File: config.mk
export PLATFORM = sky130hd
export DESIGN_NAME = bus_dma_master_flat
export DESIGN_NICKNAME = d
export VERILOG_FILES = /design/src/rtl/bus_dma_master_if.sv /design/src/rtl/bus_dma_master.sv /design/src/flat_wrapper.sv
export SDC_FILE = /design/constraint.sdc
export NUM_CORES = 1
export LEC_CHECK = 0
export BUFFER_PORTS_ARGS = -buffer_cell sky130_fd_sc_hd__clkbuf_2
export CORE_ASPECT_RATIO = 0.7
export CORE_MARGIN = 2
export CORE_UTILIZATION = 51
export DETAILED_ROUTE_END_ITERATION = 16
export PLACE_DENSITY = 0.8
export SLEW_MARGIN = 0
export SYNTH_ARGS = -nofsm -noshare
export SYNTH_HDL_FRONTEND = slang
export SYNTH_SLANG_ARGS = --single-unit
File: constraint.sdc
create_clock -name clk -period 4.6 [get_ports clk]
set_clock_uncertainty 0.05 [all_clocks]
set_input_delay 0.69 -clock clk [delete_from_list [all_inputs] [get_ports clk]]
set_output_delay 0.69 -clock clk [all_outputs]
set_load 0.005 [all_outputs]
File: src/rtl/bus_dma_master_if.sv
// Bus-side signal bundle for bus_dma_master.
// The master modport is used by the DMA engine; the slave modport is the
// arbiter/memory side.
//   m_req   : bus request (master -> slave)
//   m_wr    : 1 = write, 0 = read (master -> slave)
//   m_addr  : 16-bit word address (master -> slave)
//   m_dout  : 64-bit write data (master -> slave)
//   m_grant : bus grant from the arbiter (slave -> master)
//   m_din   : 64-bit read data (slave -> master)
interface bus_dma_master_if;
  logic        m_req;
  logic        m_wr;
  logic [15:0] m_addr;
  logic [63:0] m_dout;
  logic        m_grant;
  logic [63:0] m_din;

  modport master (
    output m_req,
    output m_wr,
    output m_addr,
    output m_dout,
    input  m_grant,
    input  m_din
  );

  modport slave (
    input  m_req,
    input  m_wr,
    input  m_addr,
    input  m_dout,
    output m_grant,
    output m_din
  );
endinterface

File: src/rtl/bus_dma_master.sv
// Word-by-word memory copy engine. Each word is read from src+cnt and
// written to dst+cnt over a single shared bus, holding the request for the
// whole copy. Losing the grant mid-word restarts that word.
//   clk      : system clock, rising edge
//   reset_n  : asynchronous active-low reset
//   start    : one-cycle pulse, honoured only in IDLE
//   src_addr : first source word address
//   dst_addr : first destination word address
//   len      : number of 64-bit words (0..255)
//   busy     : high from the cycle after an accepted start through the done cycle
//   done     : one-cycle completion pulse
//   bus      : master side of bus_dma_master_if
//
// state | meaning
// IDLE  | waiting for start, all outputs 0
// REQ   | requesting the bus, waiting for grant
// RD    | read address phase for word cnt
// RWAIT | read data returns; captured at the end of this cycle
// WR    | write buffered word to dst+cnt, then advance
// DONE  | one-cycle completion pulse
module bus_dma_master (
  input  logic                    clk,
  input  logic                    reset_n,
  input  logic                    start,
  input  logic [15:0]             src_addr,
  input  logic [15:0]             dst_addr,
  input  logic [7:0]              len,
  output logic                    busy,
  output logic                    done,
  bus_dma_master_if.master        bus
);

  typedef enum logic [2:0] {
    S_IDLE  = 3'd0,
    S_REQ   = 3'd1,
    S_RD    = 3'd2,
    S_RWAIT = 3'd3,
    S_WR    = 3'd4,
    S_DONE  = 3'd5
  } state_t;

  state_t      state;
  state_t      state_next;

  logic [15:0] src_q;
  logic [15:0] dst_q;
  logic [7:0]  len_q;
  logic [7:0]  cnt;
  logic [63:0] buf_q;

  // 9-bit so the compare stays correct when cnt reaches 255
  logic [8:0]  cnt_inc;
  logic        last_word;

  assign cnt_inc   = {1'b0, cnt} + 9'd1;
  assign last_word = (cnt_inc >= {1'b0, len_q});

  always_ff @(posedge clk or negedge reset_n) begin
    if (!reset_n) begin
      state <= S_IDLE;
    end else begin
      state <= state_next;
    end
  end

  always_comb begin
    state_next = state;
    case (state)
      S_IDLE: begin
        if (start) begin
          state_next = (len == 8'd0) ? S_DONE : S_REQ;
        end
      end
      S_REQ: begin
        if (bus.m_grant) state_next = S_RD;
      end
      S_RD: begin
        state_next = bus.m_grant ? S_RWAIT : S_REQ;
      end
      S_RWAIT: begin
        state_next = bus.m_grant ? S_WR : S_REQ;
      end
      S_WR: begin
        if (!bus.m_grant) state_next = S_REQ;
        else if (last_word) state_next = S_DONE;
        else state_next = S_RD;
      end
      S_DONE: begin
        state_next = S_IDLE;
      end
      default: begin
        state_next = S_IDLE;
      end
    endcase
  end

  // Datapath: capture and increment only happen on granted cycles, so an
  // aborted word leaves cnt and the buffer untouched for the retry.
  always_ff @(posedge clk or negedge reset_n) begin
    if (!reset_n) begin
      src_q <= '0;
      dst_q <= '0;
      len_q <= '0;
      cnt   <= '0;
      buf_q <= '0;
    end else begin
      if (state == S_IDLE && start && len != 8'd0) begin
        src_q <= src_addr;
        dst_q <= dst_addr;
        len_q <= len;
        cnt   <= '0;
      end
      if (state == S_RWAIT && bus.m_grant) begin
        buf_q <= bus.m_din;
      end
      if (state == S_WR && bus.m_grant) begin
        cnt <= cnt_inc[7:0];
      end
    end
  end

  logic        req_o;
  logic        wr_o;
  logic [15:0] addr_o;
  logic [63:0] dout_o;
  logic        busy_o;
  logic        done_o;

  always_comb begin
    req_o  = 1'b0;
    wr_o   = 1'b0;
    addr_o = '0;
    dout_o = '0;
    busy_o = 1'b0;
    done_o = 1'b0;
    case (state)
      S_REQ: begin
        req_o  = 1'b1;
        busy_o = 1'b1;
      end
      S_RD, S_RWAIT: begin
        req_o  = 1'b1;
        busy_o = 1'b1;
        addr_o = src_q + {8'h00, cnt};
      end
      S_WR: begin
        req_o  = 1'b1;
        wr_o   = 1'b1;
        busy_o = 1'b1;
        addr_o = dst_q + {8'h00, cnt};
        dout_o = buf_q;
      end
      S_DONE: begin
        busy_o = 1'b1;
        done_o = 1'b1;
      end
      default: begin
      end
    endcase
  end

  assign bus.m_req  = req_o;
  assign bus.m_wr   = wr_o;
  assign bus.m_addr = addr_o;
  assign bus.m_dout = dout_o;
  assign busy       = busy_o;
  assign done       = done_o;

endmodule
File: src/flat_wrapper.sv
// flat-port wrapper written by rule: the top's interface ports become plain ports
module bus_dma_master_flat 
  (clk, reset_n, start, src_addr, dst_addr, len, busy, done, bus_m_req, bus_m_wr, bus_m_addr, bus_m_dout, bus_m_grant, bus_m_din);
  bus_dma_master_if bus_i ();
  input  logic clk;
  input  logic reset_n;
  input  logic start;
  input  logic [15:0] src_addr;
  input  logic [15:0] dst_addr;
  input  logic [7:0] len;
  output logic busy;
  output logic done;
  output wire logic [$bits(bus_i.m_req)-1:0] bus_m_req;
  output wire logic [$bits(bus_i.m_wr)-1:0] bus_m_wr;
  output wire logic [$bits(bus_i.m_addr)-1:0] bus_m_addr;
  output wire logic [$bits(bus_i.m_dout)-1:0] bus_m_dout;
  input wire logic [$bits(bus_i.m_grant)-1:0] bus_m_grant;
  input wire logic [$bits(bus_i.m_din)-1:0] bus_m_din;
  assign bus_m_req = bus_i.m_req;
  assign bus_m_wr = bus_i.m_wr;
  assign bus_m_addr = bus_i.m_addr;
  assign bus_m_dout = bus_i.m_dout;
  assign bus_i.m_grant = bus_m_grant;
  assign bus_i.m_din = bus_m_din;
  bus_dma_master u_core (.clk(clk), .reset_n(reset_n), .start(start), .src_addr(src_addr), .dst_addr(dst_addr), .len(len), .busy(busy), .done(done), .bus(bus_i));
endmodule
# Word-level counts from Yosys, hierarchy flattened
# Index checks and enable logic that the tools add are counted.
# totals
word_cells	45
ramBits	0
latchBits	0
mem_bits_ro	0
n_memories	0
regBits	115
# classes
n_mux	16
n_mul	0
shifts	0
div	0
n_reduce_logical	12
bitwise	0
magnitude_cmp	1
addsub	3
eq_ne	7
# op_table
cell	count
$mux W64	1
$add A16 B8 Y16	2
$pmux W16 S2	1
$mux W3	6
$mux W8	2
$pmux W3 S5	1
$add A8 B1 Y9 const B	1
$ge A9 B8 Y1	1
$logic_not A8 Y1	1
$reduce_bool A8 Y1	1
$eq A3 B2 Y1 const B	2
$eq A3 B3 Y1 const B	2
$reduce_or A5 Y1	1
$logic_and A1 B1 Y1	4
$mux W1	4
$ne A2 B2 Y1 const B	2
$reduce_or A4 Y1	1
$eq A3 B1 Y1 const B	1
$logic_not A3 Y1	1
$mux W2	1
$reduce_and A2 Y1	1
$reduce_bool A2 Y1	1
$reduce_or A2 Y1	1

# Logic depth before layout (Yosys ltp)
# depth
ltp_word	5
mapped_depth	14
mapped_depth_nobuf	12

# Worst setup path before layout
# Ideal clock, no wire load.
# synth_timing
kind	register to output
startpoint	reg u_core.state[0]
endpoint	out bus_m_addr[14]
t_arrival_ns	2.823
stages_incl_launch_ff	15
path_slack_ns	1.037
path_cell_list	dfrtp_1 -> or3b_4 -> inv_2 -> buf_2 -> buf_2 -> nand2_1 -> nand2_1 -> ha_1 -> inv_1 -> fa_1 -> nor2b_1 -> o31a_1 -> o21a_1 -> nand4_1 -> a21oi_1
# synth_via
elab_chain_cells	3
# synth_rtl
element	line	rtl
start, declared	bus_dma_master.sv:42	state_t state;
start signal, assigned	bus_dma_master.sv:62	state <= state_next;
$eq A3 B2 Y1	bus_dma_master.sv:136	case (state)
$reduce_or A2 Y1	n/a	
$pmux W16 S2 (*)	bus_dma_master.sv:136	
end, declared	flat_wrapper.sv:15	output wire logic [$bits(bus_i.m_addr)-1:0] bus_m_addr;
# Mark *: on every way between the ends. The rest lies on a longest branch, timed or not.

# Final worst setup path
# layout_timing
startpoint	reg u_core.state[2]
endpoint	out bus_m_addr[6]
# Same word-level chain as after synthesis.

==> impl_metrics.py <==
metrics = {
    "status": {
        "outcome": "finished, final reports clean",
    },
    "placement": {
        "place_area_um2": 7020,
        "placed_cells": 862,
        "hpwlAfterDp_mm": 10.3,
        "io_buffers": 191,
        "gp_congestion": 0.935,
    },
    "worst_setup_path": {
        "path_class": "register to primary output",
        "crit_path_cell_trace": "or3b_4, inv_6, nand2_1, nand2_1, ha_1, inv_1, fa_1, nor2b_1, o31a_1, o21a_1, nor3_1, nor3_1, clkbuf_2",
        "end_kind": "primary output",
        "cp.required_ps": 3860,
        "r2r-end": "u_core.cnt[6]",
        "slowest_delay_ps": 540,
        "rr_startpoint": "u_core.state[2]",
        "cp.arrival_ps": 3630,
        "crit_slowest_cell": "or3b_4",
        "reg2reg_slack_ps": 1700,
        "start_kind": "register",
        "crit_fanout": 26,
        "ff2ff_path_depth": 7,
    },
    "routing": {
        "avgViaCountPerCell": 5.25,
        "wl_per_cell_um": 15.8,
        "m1WireLength_mm": 6.30,
        "wl_mm": 14.1,
        "drt-initial-drc-count": 221,
        "ant_nets": 0,
        "wl_met3_mm": 1.04,
        "dr_total_vias": 4696,
        "routed.top_layer": "met4",
        "first_pass_iters": 5,
        "drc": 0,
        "route.met2.wl_mm": 6.55,
    },
    "layout": {
        "n_fill_cell": 934,
        "nNetsFinal": 850,
        "fin_cells": 894,
        "layout_common_cells": "190 x clkbuf_2, 115 x dfrtp_1, 97 x mux2_2",
        "area_growth_pct": 28.6,
        "layout-drive-gt1-share_pct": 44.8,
        "layout_commonest_cell": "clkbuf_2",
        "diodes": 0,
        "post-route-util_pct": 66.4,
        "finalInstanceArea_um2": 7680,
    },
    "timing": {
        "final_hold_viol_count": 0,
        "report.final.slew_viol_count": 0,
        "layout_min_cycle_time_ps": 4370,
        "fmax_mhz": 229,
        "worstMarginPinSlew_ps": 1100,
        "max-slew-margin-rel_pct": 26.1,
        "setup_viol": 0,
        "period_share_pct": 95.1,
        "rsz0062_at_grt": "false",
        "setup_tns_ps": 0,
    },
    "yosys": {
        "synthArstFlopShare_pct": 100,
        "synthCells": 535,
        "syn-num-nets": 661,
        "yosysWarnings": 0,
        "netlist_area_um2": 5970,
        "syn_area_per_cell_um2": 11.2,
        "synth-seq-cells": 115,
        "synth_edf_count": 0,
        "synth_cell_types": 48,
        "synthFlopType": "dfrtp_1",
        "yosysSeqAreaShare_pct": 48.2,
    },
    "clock_tree": {
        "clk_latency_ps": 400,
        "cts_tree": "built",
        "numCtsBuffers": 17,
        "cts.sinks": 115,
        "clockBufferDepth": 2,
        "ctsResizeCount": 0,
        "cts_htree_levels": 4,
        "cts_root_buf": "clkbuf_16",
        "cts_setup_buffers": 0,
        "cts.clk_slew.worst_paths_ps": 60,
        "cts_hold_buf": 0,
    },
    "power": {
        "swShare_pct": 30.4,
        "finalPower_mw": 4.62,
        "powerDensity_nw_per_um2": 602,
        "p_switching_mw": 1.41,
        "seqPwrFrac_pct": 38.2,
        "intPower_mw": 3.22,
        "vdd_drop_max_mv": 0.393,
        "power_frac_clock_pct": 31.5,
        "leakage_nw": 3.80,
        "comb_power_share_pct": 30.3,
    },
    "floorplan": {
        "die_w_um": 133,
        "core_area_um2": 11600,
        "rows": 33,
        "dieArea_um2": 12600,
        "start_util_pct": 51.7,
        "ioPinCount": 192,
        "die_h_um": 94.5,
    },
    "grt": {
        "grt_pass1_vias": 4575,
        "grt_pass1_wl_mm": 22.4,
        "grt_max_degree": 87,
        "overflow": 0,
        "antenna_found_initial": 0,
        "grtUsageTotal_pct": 22.6,
    },
    "hold_path": {
        "hold_path.class": "input port to asynchronous set/reset pin",
    },
    "run": {
        "drv_cap": 0,
    },
}
metrics by stage:
stage	hold slack (ps)	worst slack (ps)
2_1_floorplan	344	1040
3_3_place_gp	428	755
3_5_place_dp	434	527
4_1_cts	447	93.4
5_1_grt	449	35.4
6_report	421	227
flip-flops by register name (all words and copies together), names as in the netlist:
signal,cells
u_core.state,3
u_core.src_q,16
u_core.len_q,8
u_core.buf_q,64
u_core.cnt,8
u_core.dst_q,16
layer usage:
metal | GRT usage [%] | vias up
met1 | 30.9 | 2252
met5 | 0 | -
li1 | - | 2244
met3 | 6.33 | 24
met4 | 9.22 | 0
met2 | 34.1 | 176
how the worst max path moves through the flow:
stage	from	end	slack, ps	cells past startpoint
5_1_grt	u_core.state[2]	bus_m_addr[6]	40	13
3_3_place_gp	u_core.state[2]	bus_m_addr[6]	750	13
3_5_place_dp	u_core.state[2]	bus_m_addr[6]	530	13
6_report	u_core.state[2]	bus_m_addr[6]	230	13
4_1_cts	u_core.state[2]	bus_m_addr[6]	90	13
2_1_floorplan	u_core.state[0]	bus_m_addr[14]	1040	14
worst max-delay path: cells and delay by family (launching register included):
kind / cells / cell delay (ps)
AND/OR/NAND/NOR: 6 / 1260
AO/OA/AOI/OAI: 2 / 430
flip-flops: 1 / 510
buffers and inverters: 3 / 450
adder cells (fa/ha/maj): 2 / 590
kinds of logic after synthesis:
family	synth area share, %
adder cells (fa/ha/maj)	3.90
buffers and inverters	3.25
flip-flops	48.2
AND/OR/NAND/NOR	15.4
AO/OA/AOI/OAI	7.44
XOR/XNOR	2.20
multiplexers	19.6
Yosys cell counts, drive strengths merged (2+ instances only):
| cell | number | area share, % |
|---|---|---|
| and2 | 67 | 7.0 |
| xnor2 | 10 | 1.5 |
| o21a | 4 | 0.50 |
| nand4 | 2 | 0.21 |
| and3 | 5 | 0.52 |
| a31o | 2 | 0.29 |
| o211ai | 5 | 0.63 |
| clkbuf | 8 | 0.52 |
| nor3 | 9 | 0.75 |
| nand2 | 51 | 3.2 |
| a21oi | 8 | 0.67 |
| o2111ai | 2 | 0.29 |
| nand3 | 10 | 0.84 |
| nor4 | 2 | 0.21 |
| nor2 | 19 | 1.2 |
| mux2 | 98 | 18 |
| inv | 14 | 0.88 |
| ha | 17 | 3.6 |
| buf | 17 | 1.8 |
| o21ai | 26 | 2.2 |
| nor2b | 4 | 0.42 |
| nand2b | 2 | 0.21 |
| xor2 | 5 | 0.73 |
| mux2i | 7 | 1.2 |
| a31oi | 2 | 0.21 |
| a21o | 2 | 0.25 |
| dfrtp | 115 | 48 |
| a211oi | 7 | 1.1 |
power groups by stage:
stage,logic (mW),registers (mW),clock network (mW)
2_1_floorplan,1.07,1.67,0
3_3_place_gp,1.33,1.74,0
3_5_place_dp,1.40,1.78,0
4_1_cts,1.40,1.76,1.48
5_1_grt,1.54,1.83,1.52
6_report,1.40,1.77,1.46
area by class of cell:
| cell class | instances | area, µm² | area share (%) |
|---|---|---|---|
| multi-input cells | 381 | 2910 | 37.8 |
| flip-flops and latches | 115 | 2880 | 37.5 |
| repair buffers | 195 | 988 | 12.9 |
| clock buffers | 18 | 429 | 5.59 |
| clock inverters | 14 | 224 | 2.92 |
| well taps | 157 | 196 | 2.56 |
| inverters | 14 | 57.6 | 0.749 |
Power figures use the tool's default switching activity.
